<file path="config.mk">
export PLATFORM = sky130hd
export DESIGN_NAME = decode_stage_flat
export DESIGN_NICKNAME = d
export VERILOG_FILES = /design/src/rtl/decode_stage_pkg.sv /design/src/rtl/decode_stage_if.sv /design/src/rtl/decode_stage_reg_scoreboard.sv /design/src/rtl/decode_stage.sv /design/src/flat_wrapper.sv
export SDC_FILE = /design/constraint.sdc
export NUM_CORES = 1
export LEC_CHECK = 0
export ABC_AREA = 1
export CORE_ASPECT_RATIO = 2
export CORE_MARGIN = 2
export CORE_UTILIZATION = 36
export DETAILED_ROUTE_END_ITERATION = 10
export HOLD_SLACK_MARGIN = 0.08
export PLACE_DENSITY = 0.62
export SYNTH_ARGS = -nofsm -noshare
export SYNTH_HDL_FRONTEND = slang
export SYNTH_SLANG_ARGS = --single-unit
</file>
<file path="constraint.sdc">
create_clock -name I_CLOCK -period 5.2 [get_ports I_CLOCK]
set_clock_uncertainty 0.2 [all_clocks]
set_input_delay 0.52 -clock I_CLOCK [delete_from_list [all_inputs] [get_ports I_CLOCK]]
set_output_delay 0.52 -clock I_CLOCK [all_outputs]
set_load 0.005 [all_outputs]
</file>
<file path="src/rtl/decode_stage_pkg.sv">
// Global definitions for the decode stage: instruction field positions,
// opcode constants, opcode class lists, widths and the decode FSM state type.
package decode_stage_pkg;

    localparam int PC_W      = 16;
    localparam int IR_W      = 32;
    localparam int DATA_W    = 16;
    localparam int REG_N     = 16;
    localparam int REG_IDX_W = 4;
    localparam int OPC_W     = 8;

    // Instruction word field positions
    localparam int OPC_MSB  = 31;
    localparam int OPC_LSB  = 24;
    localparam int DEST_MSB = 23;
    localparam int DEST_LSB = 20;
    localparam int SRC1_MSB = 19;
    localparam int SRC1_LSB = 16;
    localparam int SRC2_MSB = 11;
    localparam int SRC2_LSB = 8;
    localparam int IMM_MSB  = 15;
    localparam int IMM_LSB  = 0;

    // Opcodes
    localparam logic [7:0] OP_ADD = 8'h01;
    localparam logic [7:0] OP_SUB = 8'h02;
    localparam logic [7:0] OP_AND = 8'h03;
    localparam logic [7:0] OP_LDI = 8'h04;
    localparam logic [7:0] OP_BRZ = 8'h10;
    localparam logic [7:0] OP_BRN = 8'h11;
    localparam logic [7:0] OP_JMP = 8'h12;
    localparam logic [7:0] OP_STW = 8'h20;
    localparam logic [7:0] OP_NOP = 8'hFF;

    // Opcode class lists
    localparam int N_BRANCH = 3;
    localparam int N_WRITES = 4;
    localparam logic [7:0] BRANCH_OPS [N_BRANCH] = '{OP_BRZ, OP_BRN, OP_JMP};
    localparam logic [7:0] WRITES_REG [N_WRITES] = '{OP_ADD, OP_SUB, OP_AND, OP_LDI};

    typedef enum logic [0:0] {
        ST_IDLE    = 1'b0,
        ST_BR_WAIT = 1'b1
    } de_state_e;

    function automatic logic is_branch(input logic [7:0] op);
        logic r;
        r = 1'b0;
        for (int i = 0; i < N_BRANCH; i++) begin
            if (op == BRANCH_OPS[i]) r = 1'b1;
        end
        return r;
    endfunction

    function automatic logic writes_reg(input logic [7:0] op);
        logic r;
        r = 1'b0;
        for (int i = 0; i < N_WRITES; i++) begin
            if (op == WRITES_REG[i]) r = 1'b1;
        end
        return r;
    endfunction

    // ALU ops, stores and the conditional branches read src1
    function automatic logic reads_src1(input logic [7:0] op);
        return (op == OP_ADD) || (op == OP_SUB) || (op == OP_AND) ||
               (op == OP_STW) || (op == OP_BRZ) || (op == OP_BRN);
    endfunction

    // ALU ops and stores read src2
    function automatic logic reads_src2(input logic [7:0] op);
        return (op == OP_ADD) || (op == OP_SUB) || (op == OP_AND) || (op == OP_STW);
    endfunction

endpackage

</file>
<file path="src/rtl/decode_stage_if.sv">
// Fetch/writeback/branch inputs and DE/EX latch outputs of the decode stage.
interface decode_stage_if;
    import decode_stage_pkg::*;

    logic                 I_LOCK;
    logic [PC_W-1:0]      I_PC;
    logic [IR_W-1:0]      I_IR;
    logic                 I_FetchStall;
    logic                 I_WBEnable;
    logic [REG_IDX_W-1:0] I_WBRegIdx;
    logic [DATA_W-1:0]    I_WBData;
    logic                 I_BranchResolved;

    logic                 O_LOCK;
    logic [PC_W-1:0]      O_PC;
    logic [OPC_W-1:0]     O_Opcode;
    logic [REG_IDX_W-1:0] O_DestIdx;
    logic [DATA_W-1:0]    O_Src1Val;
    logic [DATA_W-1:0]    O_Src2Val;
    logic [DATA_W-1:0]    O_Imm;
    logic                 O_DepStallSignal;
    logic                 O_BranchStallSignal;

    modport master (
        output I_LOCK, I_PC, I_IR, I_FetchStall, I_WBEnable, I_WBRegIdx, I_WBData,
               I_BranchResolved,
        input  O_LOCK, O_PC, O_Opcode, O_DestIdx, O_Src1Val, O_Src2Val, O_Imm,
               O_DepStallSignal, O_BranchStallSignal
    );

    modport slave (
        input  I_LOCK, I_PC, I_IR, I_FetchStall, I_WBEnable, I_WBRegIdx, I_WBData,
               I_BranchResolved,
        output O_LOCK, O_PC, O_Opcode, O_DestIdx, O_Src1Val, O_Src2Val, O_Imm,
               O_DepStallSignal, O_BranchStallSignal
    );
endinterface

</file>
<file path="src/rtl/decode_stage_reg_scoreboard.sv">
// Register busy-bit scoreboard: set on issue, clear on writeback, and a
// source-hazard query that already sees this cycle's clear.
module reg_scoreboard
    import decode_stage_pkg::*;
(
    input  logic                 clk_i,
    input  logic                 rst_i,
    input  logic                 set_en_i,
    input  logic [REG_IDX_W-1:0] set_idx_i,
    input  logic                 clr_en_i,
    input  logic [REG_IDX_W-1:0] clr_idx_i,
    input  logic                 rd1_en_i,
    input  logic [REG_IDX_W-1:0] rd1_idx_i,
    input  logic                 rd2_en_i,
    input  logic [REG_IDX_W-1:0] rd2_idx_i,
    output logic                 hazard_o
);
    logic [REG_N-1:0] busy_q;
    logic [REG_N-1:0] busy_d;
    logic [REG_N-1:0] clr_mask_s;
    logic [REG_N-1:0] set_mask_s;
    logic [REG_N-1:0] busy_eff_s;

    // Apply clear before set so a same-index set/clear leaves the bit set
    always_comb begin
        clr_mask_s = '0;
        set_mask_s = '0;
        if (clr_en_i) clr_mask_s[clr_idx_i] = 1'b1;
        else          clr_mask_s = '0;
        if (set_en_i) set_mask_s[set_idx_i] = 1'b1;
        else          set_mask_s = '0;
        busy_eff_s = busy_q & ~clr_mask_s;
        busy_d     = busy_eff_s | set_mask_s;
        hazard_o   = (rd1_en_i && busy_eff_s[rd1_idx_i]) ||
                     (rd2_en_i && busy_eff_s[rd2_idx_i]);
    end

    // Busy-bit register, same edge as the rest of the pipeline
    always_ff @(negedge clk_i) begin
        if (rst_i) busy_q <= '0;
        else       busy_q <= busy_d;
    end
endmodule

</file>
<file path="src/rtl/decode_stage.sv">
// Decode stage: register file, hazard detection, branch wait FSM and the
// DE/EX pipeline latch. All state changes on the falling clock edge.
module decode_stage
    import decode_stage_pkg::*;
(
    input  logic          I_CLOCK,
    input  logic          I_RESET,
    decode_stage_if.slave bus
);
    logic [OPC_W-1:0]     opcode_s;
    logic [REG_IDX_W-1:0] dest_s, src1_s, src2_s;
    logic [DATA_W-1:0]    imm_s, src1_val_s, src2_val_s;
    logic                 valid_s, is_branch_s, hazard_s, held_s, issue_s;
    de_state_e            state_q, state_d;
    logic [DATA_W-1:0]    rf_q [REG_N];

    logic                 lock_q;
    logic [PC_W-1:0]      pc_q;
    logic [OPC_W-1:0]     opc_q;
    logic [REG_IDX_W-1:0] dest_q;
    logic [DATA_W-1:0]    src1v_q, src2v_q, imm_q;

    assign opcode_s = bus.I_IR[OPC_MSB:OPC_LSB];
    assign dest_s   = bus.I_IR[DEST_MSB:DEST_LSB];
    assign src1_s   = bus.I_IR[SRC1_MSB:SRC1_LSB];
    assign src2_s   = bus.I_IR[SRC2_MSB:SRC2_LSB];
    assign imm_s    = bus.I_IR[IMM_MSB:IMM_LSB];

    reg_scoreboard u_sb (
        .clk_i     (I_CLOCK),
        .rst_i     (I_RESET),
        .set_en_i  (issue_s && writes_reg(opcode_s)),
        .set_idx_i (dest_s),
        .clr_en_i  (bus.I_WBEnable),
        .clr_idx_i (bus.I_WBRegIdx),
        .rd1_en_i  (reads_src1(opcode_s)),
        .rd1_idx_i (src1_s),
        .rd2_en_i  (reads_src2(opcode_s)),
        .rd2_idx_i (src2_s),
        .hazard_o  (hazard_s)
    );

    // Validity, hold/issue decision and write-before-read operand fetch
    always_comb begin
        valid_s     = bus.I_LOCK && !bus.I_FetchStall && (opcode_s != OP_NOP);
        is_branch_s = is_branch(opcode_s);
        held_s      = valid_s && (state_q == ST_IDLE) && hazard_s;
        issue_s     = valid_s && (state_q == ST_IDLE) && !hazard_s;
        if (bus.I_WBEnable && (bus.I_WBRegIdx == src1_s)) src1_val_s = bus.I_WBData;
        else                                              src1_val_s = rf_q[src1_s];
        if (bus.I_WBEnable && (bus.I_WBRegIdx == src2_s)) src2_val_s = bus.I_WBData;
        else                                              src2_val_s = rf_q[src2_s];
    end

    assign bus.O_DepStallSignal    = held_s;
    assign bus.O_BranchStallSignal = (state_q == ST_BR_WAIT) || (valid_s && is_branch_s);

    // Next-state logic: wait for resolution after a branch issues
    always_comb begin
        state_d = state_q;
        case (state_q)
            ST_IDLE: begin
                if (issue_s && is_branch_s) state_d = ST_BR_WAIT;
                else                        state_d = ST_IDLE;
            end
            ST_BR_WAIT: begin
                if (bus.I_LOCK && bus.I_BranchResolved) state_d = ST_IDLE;
                else                                    state_d = ST_BR_WAIT;
            end
            default: state_d = ST_IDLE;
        endcase
    end

    // FSM state register
    always_ff @(negedge I_CLOCK) begin
        if (I_RESET) state_q <= ST_IDLE;
        else         state_q <= state_d;
    end

    // Register file; writeback proceeds regardless of pipeline lock
    always_ff @(negedge I_CLOCK) begin
        if (I_RESET) begin
            for (int i = 0; i < REG_N; i++) rf_q[i] <= '0;
        end else if (bus.I_WBEnable) begin
            rf_q[bus.I_WBRegIdx] <= bus.I_WBData;
        end else begin
            rf_q <= rf_q;
        end
    end

    // DE/EX latch: issued instruction or a bubble
    always_ff @(negedge I_CLOCK) begin
        if (I_RESET) begin
            lock_q  <= 1'b0;
            pc_q    <= '0;
            opc_q   <= OP_NOP;
            dest_q  <= '0;
            src1v_q <= '0;
            src2v_q <= '0;
            imm_q   <= '0;
        end else begin
            lock_q <= bus.I_LOCK;
            if (issue_s) begin
                pc_q    <= bus.I_PC;
                opc_q   <= opcode_s;
                dest_q  <= dest_s;
                src1v_q <= src1_val_s;
                src2v_q <= src2_val_s;
                imm_q   <= imm_s;
            end else begin
                pc_q    <= '0;
                opc_q   <= OP_NOP;
                dest_q  <= '0;
                src1v_q <= '0;
                src2v_q <= '0;
                imm_q   <= '0;
            end
        end
    end

    assign bus.O_LOCK    = lock_q;
    assign bus.O_PC      = pc_q;
    assign bus.O_Opcode  = opc_q;
    assign bus.O_DestIdx = dest_q;
    assign bus.O_Src1Val = src1v_q;
    assign bus.O_Src2Val = src2v_q;
    assign bus.O_Imm     = imm_q;
endmodule

</file>
<file path="src/flat_wrapper.sv">
// flat-port wrapper written by rule: the top's interface ports become plain ports
module decode_stage_flat import decode_stage_pkg::*;
  (I_CLOCK, I_RESET, bus_I_LOCK, bus_I_PC, bus_I_IR, bus_I_FetchStall, bus_I_WBEnable, bus_I_WBRegIdx, bus_I_WBData, bus_I_BranchResolved, bus_O_LOCK, bus_O_PC, bus_O_Opcode, bus_O_DestIdx, bus_O_Src1Val, bus_O_Src2Val, bus_O_Imm, bus_O_DepStallSignal, bus_O_BranchStallSignal);
  decode_stage_if bus_i ();
  input  logic I_CLOCK;
  input  logic I_RESET;
  input wire logic [$bits(bus_i.I_LOCK)-1:0] bus_I_LOCK;
  input wire logic [$bits(bus_i.I_PC)-1:0] bus_I_PC;
  input wire logic [$bits(bus_i.I_IR)-1:0] bus_I_IR;
  input wire logic [$bits(bus_i.I_FetchStall)-1:0] bus_I_FetchStall;
  input wire logic [$bits(bus_i.I_WBEnable)-1:0] bus_I_WBEnable;
  input wire logic [$bits(bus_i.I_WBRegIdx)-1:0] bus_I_WBRegIdx;
  input wire logic [$bits(bus_i.I_WBData)-1:0] bus_I_WBData;
  input wire logic [$bits(bus_i.I_BranchResolved)-1:0] bus_I_BranchResolved;
  output wire logic [$bits(bus_i.O_LOCK)-1:0] bus_O_LOCK;
  output wire logic [$bits(bus_i.O_PC)-1:0] bus_O_PC;
  output wire logic [$bits(bus_i.O_Opcode)-1:0] bus_O_Opcode;
  output wire logic [$bits(bus_i.O_DestIdx)-1:0] bus_O_DestIdx;
  output wire logic [$bits(bus_i.O_Src1Val)-1:0] bus_O_Src1Val;
  output wire logic [$bits(bus_i.O_Src2Val)-1:0] bus_O_Src2Val;
  output wire logic [$bits(bus_i.O_Imm)-1:0] bus_O_Imm;
  output wire logic [$bits(bus_i.O_DepStallSignal)-1:0] bus_O_DepStallSignal;
  output wire logic [$bits(bus_i.O_BranchStallSignal)-1:0] bus_O_BranchStallSignal;
  assign bus_i.I_LOCK = bus_I_LOCK;
  assign bus_i.I_PC = bus_I_PC;
  assign bus_i.I_IR = bus_I_IR;
  assign bus_i.I_FetchStall = bus_I_FetchStall;
  assign bus_i.I_WBEnable = bus_I_WBEnable;
  assign bus_i.I_WBRegIdx = bus_I_WBRegIdx;
  assign bus_i.I_WBData = bus_I_WBData;
  assign bus_i.I_BranchResolved = bus_I_BranchResolved;
  assign bus_O_LOCK = bus_i.O_LOCK;
  assign bus_O_PC = bus_i.O_PC;
  assign bus_O_Opcode = bus_i.O_Opcode;
  assign bus_O_DestIdx = bus_i.O_DestIdx;
  assign bus_O_Src1Val = bus_i.O_Src1Val;
  assign bus_O_Src2Val = bus_i.O_Src2Val;
  assign bus_O_Imm = bus_i.O_Imm;
  assign bus_O_DepStallSignal = bus_i.O_DepStallSignal;
  assign bus_O_BranchStallSignal = bus_i.O_BranchStallSignal;
  decode_stage u_core (.I_CLOCK(I_CLOCK), .I_RESET(I_RESET), .bus(bus_i));
endmodule
</file>
-- Word level (Yosys, flattened, before mapping)
Index checks and enable logic that the tools add are counted.
- register bits after elaboration: 350
- input bits: 74
- output and inout bits: 79
- logic and storage cells: 111
- $lt $le $gt $ge: 10
- equal/unequal tests: 11
- muxes and demuxes: 31
- bitwise logic cells: 8
- reductions and logical operators: 26
- operator list (operator ; number):
    bitwise mux 256 bit ; 1
    2-to-1 mux 16 bit ; 9
    binary-select mux 16 bit (select 4 bit) ; 2
    demux 16 bit (select 4 bit) ; 1
    == test 8 x 5 -> 1 bit, second input constant ; 3
    < comparator 4 x 5 -> 1 bit, second input constant ; 4
    bitwise AND 16 bit ; 1
    == test 8 x 2 -> 1 bit, second input constant ; 2
    logical AND 1 bit ; 16
    inverter 16 bit ; 1
    OR 16 bit ; 1
    >= comparator 5 bit, second input constant ; 3
    inverter 4 -> 5 bit ; 3
    2-to-1 mux 1 bit ; 13
    binary-select mux 1 bit (select 4 bit) ; 2
    demux 1 bit (select 4 bit) ; 2
    == test 4 bit ; 2
    == test 8 x 1 -> 1 bit, second input constant ; 1
    == test 8 x 3 -> 1 bit, second input constant ; 1
    == test 8 x 6 -> 1 bit, second input constant ; 1
    >= comparator 4 x 1 -> 1 bit, second input constant ; 2
    inequality test 8 bit, second input constant ; 1
    logical OR 1 bit ; 7
    < comparator 5 x 1 -> 1 bit, second input constant ; 1
    4 further kinds ; 6

-- Longest topological paths before layout
Gate-level depths: netlist (run 1).
- depth after elaboration: 16
- depth in mapped cells: 16
- depth with buffers taken out: 14

-- Hierarchy
From an unflattened synthesis (run 1), not the netlist that was laid out.
- cells, all modules: 2834
- area, all modules: 18004.8 µm²
- by module, submodules not included (module ; times used ; cells each ; area an instance (µm²) ; sequential area each (µm²)):
    decode_stage ; 1 ; 2647 ; 16896.2 ; 6686.4
    reg_scoreboard ; 1 ; 187 ; 1108.6 ; 320.3

==> impl_metrics.py, run 1 <==
metrics = {
    "clocking": {
        "clk_latency_ns": 0.61,
        "root_buffer": "sky130_fd_sc_hd__clkbuf_16",
        "cts_tree": "built",
        "htree_levels": 2,
        "clkSinkCount": 350,
        "cts-buffers-inserted": 35,
        "clock_tree.buffer_depth": 3,
        "holdBufCountCts": 0,
        "clkTransAtPathRegs_ns": 0.04,
    },
    "worst_setup_path": {
        "worst_path_most_repeated_cell": "sky130_fd_sc_hd__nand3_2",
        "crit_chain": "buf_4, nand3_1, nand3_2, nand3_2, nand3_2, nand3_2, buf_6, a21oi_4, buf_2",
        "timing.critical_path.arrival_ns": 4.42,
        "timing.critical_path.from_type": "flop",
        "worstSetupEndpointType": "output pin",
        "critical_path_required_time_ns": 4.48,
        "path_max_fanout": 2,
        "path_class": "flop to output pin",
        "crit_path_max_incr_delay_ns": 0.33,
        "cp_slowest_cell": "sky130_fd_sc_hd__dfxtp_2",
    },
    "timing": {
        "worstMarginPinSlew_ns": 0.992,
        "setup_slack_ns": 0.0558,
        "hold_viol_final": 0,
        "rsz_0062_raised_after_global_routing": "true",
        "setup_violation_total_in_the_final_timing_report": 0,
        "maxSlewHeadroom_pct": 33.0,
        "finalMaxSlewViolations": 0,
    },
    "logic_synthesis": {
        "post_synth_instance_area_um2": 16600,
        "post_synth.cell_area_avg_um2": 6.99,
        "yosys.cell_types.count": 29,
        "yosys.area.top_type": "sky130_fd_sc_hd__dfxtp_1",
        "synthesized_nets": 2452,
        "synth_most_common_cell": "sky130_fd_sc_hd__o21ai_0",
        "synthArstFlopShare_pct": 0,
        "netlist_instances": 2378,
        "synth.ff_latch_count": 350,
        "synth_edf_count": 0,
        "post-synth-top-area-fraction_pct": 42.2,
        "synth_flop_cell": "sky130_fd_sc_hd__dfxtp_1",
        "synth_top_cells_by_count": "502 x sky130_fd_sc_hd__o21ai_0, 445 x sky130_fd_sc_hd__a21oi_1, 350 x sky130_fd_sc_hd__dfxtp_1, 218 x sky130_fd_sc_hd__inv_1, 187 x sky130_fd_sc_hd__clkbuf_1",
        "synth.yosys.seq_area_share_pct": 42.2,
        "synth.yosys.warnings": 0,
        "area_contributors_post_synth": "sky130_fd_sc_hd__dfxtp_1 42%, sky130_fd_sc_hd__o21ai_0 15%, sky130_fd_sc_hd__a21oi_1 13%, sky130_fd_sc_hd__o211ai_1 5.6%, sky130_fd_sc_hd__nand3_1 5.5%",
    },
    "layout": {
        "syn_to_final_growth_pct": 36.0,
        "layout_cell_share_with_drive_strength_beyond_1_pct": 10.3,
        "postLayoutCoreUtil_pct": 49.4,
        "final_nets": 2961,
    },
    "power_and_ir_drop": {
        "p_int_mw": 5.19,
        "switching_portion_of_total_power_pct": 31.8,
        "clock_power_share_pct": 51.6,
        "p_leak_nw": 9.99,
        "p_seq_share_pct": 36.8,
        "vdd_drop_max_v": 0.000242,
        "power_per_cell_area_nw_per_um2": 337,
        "power_switching_mw": 2.42,
        "p_comb_share_pct": 11.7,
    },
    "placed_design": {
        "gp_congestion": 0.897,
        "buffers_added_on_ports": 152,
        "place_worst_setup_slack_ns": -0.572,
        "hpwlAfterDp_um": 43200,
    },
    "worst_hold_path": {
        "worst_hold_path_type": "flop to flop",
    },
    "global_routing": {
        "number_of_global_route_vias_before_repair": 19200,
        "grt_max_degree": 102,
        "wire_length_of_the_first_global_routing_pass_um": 101000,
        "total_congestion_overflow": 0,
        "antenna_violations_before_repair": 2,
        "globalRouteTotalUtil_pct": 27.2,
    },
    "detailed_routing": {
        "drt_first_iter_violations": 1847,
        "drt-vias-per-instance": 5.55,
        "drc_errors": 0,
        "ant_nets": 0,
        "detailroute.via_count": 19300,
        "detailed_route_wire_length_per_cell_um": 19.1,
        "detailedRoute.firstPassIterationCount": 8,
        "totalWireLength_um": 66400,
    },
    "job": {
        "drv.max_cap_violation_count": 0,
    },
    "floorplan": {
        "io_pins": 153,
        "die_height_um": 308,
        "number_of_rows_in_the_core_area": 111,
        "start_util_pct": 36.4,
        "fp.dieW_um": 156,
        "floorplan.die_area_um2": 48000,
        "core_um2": 45700,
    },
    "outcome": {
        "outcome": "finished, final reports clean",
    },
}
## power by group through the flow
| stage | combinational [mW] | clock, mW | sequential, mW |
|---|---|---|---|
| 2_1_floorplan | 0.447 | 0.407 | 2.82 |
| 3_3_place_gp | 0.858 | 0.407 | 2.83 |
| 3_5_place_dp | 0.868 | 0.407 | 2.83 |
| 4_1_cts | 0.875 | 4.03 | 2.80 |
| 5_1_grt | 0.961 | 4.32 | 2.80 |
| 6_report | 0.887 | 3.92 | 2.80 |
## final timing paths
check | slack, ns | depth (start not counted) | start | end
hold / removal | 0.25 | 2 | u_core.rf_q[63] | u_core.rf_q[63]
setup / recovery | 0.06 | 9 | u_core.u_sb.busy_q[7] | bus_O_DepStallSignal
setup reg to reg | 3.27 | 8 | u_core.rf_q[46] | u_core.bus.O_Src2Val[14]
hold reg to reg | 0.25 | 2 | u_core.rf_q[63] | u_core.rf_q[63]
## logic make-up after synthesis
logic type	after synthesis	synth area share, %
XOR/XNOR	1	0.0527
buffers and inverters	448	10.3
flip-flops	350	42.2
AND/OR/NAND/NOR	499	13.0
AO/OA/AOI/OAI	1080	34.5
## layer usage
metal	wire, um	global-route usage, %	up-vias
li1	-	-	9190
met1	23200	27.7	8883
met2	33500	46.9	957
met3	4960	6.46	271
met4	4820	21.8	2
met5	11	0	-
## critical path: cells and delay by family, from the launching register on
family | cells | cell delay [ns]
flops | 1 | 0.33
compound gates | 1 | 0.13
buf+inv | 3 | 0.35
simple gates | 5 | 0.41
## per-stage QoR
stage / cells / area, um2 / hold WS, ns / power, mW / TNS [ns]
after global routing: 3477 / 22600 / 0.278 / 8.08 / -0.0154
after detailed placement: 3063 / 19900 / 0.247 / 4.11 / -45.52
after floorplan: 2378 / 16600 / 0.230 / 3.68 / 0
after CTS: 3475 / 22500 / 0.252 / 7.70 / 0
final: 3477 / 22600 / 0.252 / 7.61 / 0
after global placement: 3063 / 19900 / 0.240 / 4.09 / -40.75
## state kept, by name, summed over array words and instances (netlist names)
| signal | count |
|---|---|
| u_core.rf_q | 256 |
| u_core.bus.O_Imm | 16 |
| u_core.bus.O_Src2Val | 16 |
| u_core.bus.O_PC | 16 |
| u_core.bus.O_Src1Val | 16 |
| u_core.bus.O_LOCK | 1 |
| u_core.bus.O_DestIdx | 4 |
| u_core.u_sb.busy_q | 16 |
| u_core.state_q | 1 |
| u_core.bus.O_Opcode | 8 |
## cell type report
type / instances / area [um2]
Antenna cell: 1 / 2.50
Clock buffer: 36 / 901
Clock inverter: 375 / 1690
Fill cell: 4475 / 23100
Inverter: 227 / 857
Multi-Input combinational cell: 1580 / 8020
Sequential cell: 350 / 7020
Tap cell: 565 / 707
Timing Repair Buffer: 343 / 3400
## placed cells by master, fill, tap and decap left out, types with 3 or more instances in the layout
master / count
sky130_fd_sc_hd__a21oi_1: 444
sky130_fd_sc_hd__buf_12: 35
sky130_fd_sc_hd__buf_4: 155
sky130_fd_sc_hd__buf_6: 5
sky130_fd_sc_hd__bufinv_16: 9
sky130_fd_sc_hd__clkbuf_16: 36
sky130_fd_sc_hd__clkdlybuf4s50_1: 144
sky130_fd_sc_hd__clkinv_1: 5
sky130_fd_sc_hd__clkinvlp_2: 5
sky130_fd_sc_hd__dfxtp_1: 341
sky130_fd_sc_hd__dfxtp_2: 9
sky130_fd_sc_hd__dlymetal6s2s_1: 3
sky130_fd_sc_hd__inv_1: 569
sky130_fd_sc_hd__inv_2: 8
sky130_fd_sc_hd__nand2_1: 116
sky130_fd_sc_hd__nand2_2: 5
sky130_fd_sc_hd__nand3_1: 168
sky130_fd_sc_hd__nand3_2: 13
sky130_fd_sc_hd__nor2_1: 173
sky130_fd_sc_hd__nor2_2: 5
sky130_fd_sc_hd__nor2_4: 5
sky130_fd_sc_hd__nor3_1: 8
sky130_fd_sc_hd__o211ai_1: 123
sky130_fd_sc_hd__o21ai_0: 502
sky130_fd_sc_hd__o22ai_1: 3
sky130_fd_sc_hd__or2_1: 3
## timing repair
item | 4_1_cts | 5_1_grt
buffers inserted | 2 | 1
setup endpoints to repair | 1 | 73
pin swaps | 3 | 10
resized for setup | 23 | 22
(Power assumes the default switching activity.)
==> run 2: changes to the inputs <==
--- a/config.mk
+++ b/config.mk
@@ -5,11 +5,11 @@
 export SDC_FILE = /design/constraint.sdc
 export NUM_CORES = 1
 export LEC_CHECK = 0
-export ABC_AREA = 1
 export CORE_ASPECT_RATIO = 2
 export CORE_MARGIN = 2
 export CORE_UTILIZATION = 36
 export DETAILED_ROUTE_END_ITERATION = 10
+export GPL_ROUTABILITY_DRIVEN = 1
 export HOLD_SLACK_MARGIN = 0.08
 export PLACE_DENSITY = 0.62
 export SYNTH_ARGS = -nofsm -noshare
==> run 2 against run 1 <==
  * Utilization is 2.4 points higher
  * Total power is 7.5% lower
  * Worst hold slack better by 0.012 ns
  * Clock-buffer cell count is 2 lower
  * Flip-flop and latch count stayed put
  * Synthesized cell count is 25% lower
  * Sequential power is 1% lower
  * Critical path depth is 1 lower
  * The run now ends with negative setup slack left
  * Cell count is 13% lower
  * Combinational power is 23% lower
  * First-iteration DRC count is 13% lower
  * Design area is 4.8% higher
==> impl_metrics.py, run 2 <==
metrics = {
    "outcome": {
        "outcome": "finished with violations",
        "violated_checks": "negative setup slack",
    },
    "detailed_routing": {
        "totalWireLength_um": 69300,
        "met1Wirelength_um": 22100,
        "drc_errors": 0,
        "met2WireLength_um": 35400,
        "detailedRoute.firstPassIterationCount": 7,
        "drt_first_iter_violations": 1613,
        "detailroute.via_count": 16900,
        "ant_nets": 0,
        "detailed_route_wire_length_per_cell_um": 23.0,
        "drt-vias-per-instance": 5.62,
        "top_signal_layer_used": "met4",
        "routed-wl-met3_um": 5400,
    },
    "power_and_ir_drop": {
        "p_leak_nw": 9.70,
        "power_per_cell_area_nw_per_um2": 297,
        "vdd_drop_max_v": 0.000219,
    },
    "worst_setup_path": {
        "timing.critical_path.arrival_ns": 4.79,
        "critical_path_required_time_ns": 4.48,
        "worstSetupEndpointType": "output pin",
        "cp_slowest_cell": "sky130_fd_sc_hd__o32a_1",
        "r2r.worst_path.cells": 39,
        "critical_path.top_delay_family": "compound AO/OA/AOI/OAI gates",
        "crit_path_max_incr_delay_ns": 0.36,
        "critical_path_depth": 8,
        "path_max_fanout": 3,
        "cp_num_buf_inv": 4,
        "crit_chain": "inv_2, buf_6, o32a_1, o2111ai_2, nand4_1, buf_4, a21oi_2, buf_2",
        "timing.critical_path.from_type": "flop",
        "path_class": "flop to output pin",
    },
    "global_routing": {
        "globalRouteTotalUtil_pct": 28.6,
        "wire_length_of_the_first_global_routing_pass_um": 101000,
        "total_congestion_overflow": 0,
        "grt_max_degree": 138,
        "number_of_global_route_vias_before_repair": 17700,
        "antenna_violations_before_repair": 0,
    },
    "clocking": {
        "holdBufCountCts": 0,
        "htree_levels": 2,
        "clkTransAtPathRegs_ns": 0.04,
        "cts_tree": "built",
        "clkSinkCount": 350,
        "root_buffer": "sky130_fd_sc_hd__clkbuf_16",
        "cts-buffers-inserted": 34,
        "clock_tree.buffer_depth": 3,
        "clk_latency_ns": 0.60,
    },
    "logic_synthesis": {
        "synth_edf_count": 0,
        "yosys.cell_types.count": 58,
        "synth.yosys.seq_area_share_pct": 42.3,
        "synthesized_nets": 1849,
        "post_synth.cell_area_avg_um2": 9.34,
        "synthArstFlopShare_pct": 0,
        "synth_most_common_cell": "sky130_fd_sc_hd__nand2_1",
        "synth_flop_cell": "sky130_fd_sc_hd__dfxtp_1",
        "netlist_instances": 1775,
        "post_synth_instance_area_um2": 16600,
        "area_contributors_post_synth": "sky130_fd_sc_hd__dfxtp_1 42%, sky130_fd_sc_hd__mux4_2 22%, sky130_fd_sc_hd__nand2_1 12%, sky130_fd_sc_hd__a21oi_1 7.8%, sky130_fd_sc_hd__clkbuf_1 2.8%",
        "synth_top_cells_by_count": "528 x sky130_fd_sc_hd__nand2_1, 350 x sky130_fd_sc_hd__dfxtp_1, 257 x sky130_fd_sc_hd__a21oi_1, 160 x sky130_fd_sc_hd__mux4_2, 122 x sky130_fd_sc_hd__clkbuf_1",
        "post-synth-top-area-fraction_pct": 42.3,
        "synth.ff_latch_count": 350,
        "yosys.area.top_type": "sky130_fd_sc_hd__dfxtp_1",
        "synth.yosys.warnings": 0,
    },
    "worst_hold_path": {
        "worst_hold_path_type": "flop to flop",
        "min_path_cells": 2,
    },
    "placed_design": {
        "buffers_added_on_ports": 152,
        "place_worst_setup_slack_ns": -0.775,
        "dp.cells": 2538,
        "hpwlAfterDp_um": 43600,
        "gp_congestion": 0.910,
    },
    "layout": {
        "layoutNonFillerInstCount": 3013,
        "highest_count_cells_in_the_layout_ignoring_fill_and_taps": "524 x sky130_fd_sc_hd__nand2_1, 397 x sky130_fd_sc_hd__inv_1, 348 x sky130_fd_sc_hd__dfxtp_1",
        "fillers": 4066,
        "final_nets": 2503,
        "antenna_cells": 0,
        "leading_cell_type_in_the_layout_fill_and_taps_excluded": "sky130_fd_sc_hd__nand2_1",
        "syn_to_final_growth_pct": 42.9,
        "largest_register_ffs": 256,
        "registers.top_by_ff_count": "u_core.rf_q",
        "layout_cell_share_with_drive_strength_beyond_1_pct": 23.9,
    },
    "timing": {
        "setup-tns-final_ns": -0.343,
        "setup_slack_ns": -0.306,
        "worstMarginPinSlew_ns": 0.758,
        "rsz_0062_raised_after_global_routing": "true",
        "finalMaxSlewViolations": 0,
        "maxSlewHeadroom_pct": 49.3,
        "setup_violation_total_in_the_final_timing_report": 2,
        "hold_viol_final": 0,
    },
    "floorplan": {
        "io_pins": 153,
        "start_util_pct": 36.3,
        "floorplan.die_area_um2": 47900,
        "core_um2": 45700,
        "fp.dieW_um": 156,
        "die_height_um": 307,
        "number_of_rows_in_the_core_area": 111,
    },
    "job": {
        "drv.max_cap_violation_count": 0,
    },
}
## run 2: cell types whose count changed after synthesis, sizes merged, moves of 97 or more
cell    delta
mux4     +160
nand3    -165
nor2      -97
a21oi    -188
inv      -178
o21ai    -491
o211ai   -120
nand2    +408
## run 2: layout make-up
type	count	area, um2	area share, %
Clock buffer	34	851	3.59
Clock inverter	371	1540	6.49
Inverter	44	165	0.697
Multi-Input combinational cell	1216	9080	38.3
Sequential cell	350	7010	29.6
Tap cell	565	707	2.98
Timing Repair Buffer	433	4340	18.3
## run 2: metrics by stage
step | util, % | area [um2] | hold slack (ns) | total power [mW]
after floorplan | - | 16700 | 0.243 | 3.52
after global placement | 44.3 | 20300 | 0.248 | 3.82
after detailed placement | 44.3 | 20300 | 0.258 | 3.83
after CTS | 51.5 | 23500 | 0.262 | 7.12
after global routing | 51.8 | 23700 | 0.281 | 7.43
final | 51.8 | 23700 | 0.263 | 7.04
## run 2: repair_timing
action / 4_1_cts / 5_1_grt
resized for setup: 106 / 50
pin swaps: 24 / 21
cloned: 6 / 1
endpoints found under the setup margin: 91 / 79
buffers inserted: 73 / 13
## run 2: worst register-to-register path: cells and delay by family (launching register included)
family                 cells  cell delay [ns]
buffers and inverters     38             4.35
DFF                        1             0.33
AOI/OAI and AO/OA          1             0.23
## run 2: cell families (layout without fill, tap and decap cells)
| family | Yosys count | count (layout) | share of synthesized area, % |
|---|---|---|---|
| mux | 193 | 193 | 23.7 |
| flops | 350 | 350 | 42.3 |
| simple gates | 701 | 702 | 18.0 |
| buf+inv | 210 | 882 | 5.12 |
| compound gates | 311 | 311 | 10.3 |
| xor+xnor | 10 | 10 | 0.528 |
## run 2: final timing paths
kind | end | slack, ns | start
max | bus_O_DepStallSignal | -0.31 | u_core.u_sb.busy_q[4]
min reg2reg | u_core.rf_q[95] | 0.26 | u_core.rf_q[95]
max reg2reg | u_core.u_sb.busy_q[4] | -0.04 | u_core.u_sb.busy_q[4]
min | u_core.rf_q[95] | 0.26 | u_core.rf_q[95]
## run 2: routing by layer
metal,vias up,track usage [%]
li1,7467,-
met1,8148,27.3
met2,997,49.3
met3,333,6.85
met4,0,27.1
met5,-,0
## run 2: power by group
part | internal (mW) | switching (mW)
sequential | 2.74 | 0.0217
clock | 1.76 | 1.84
combinational | 0.310 | 0.371
total | 4.81 | 2.23
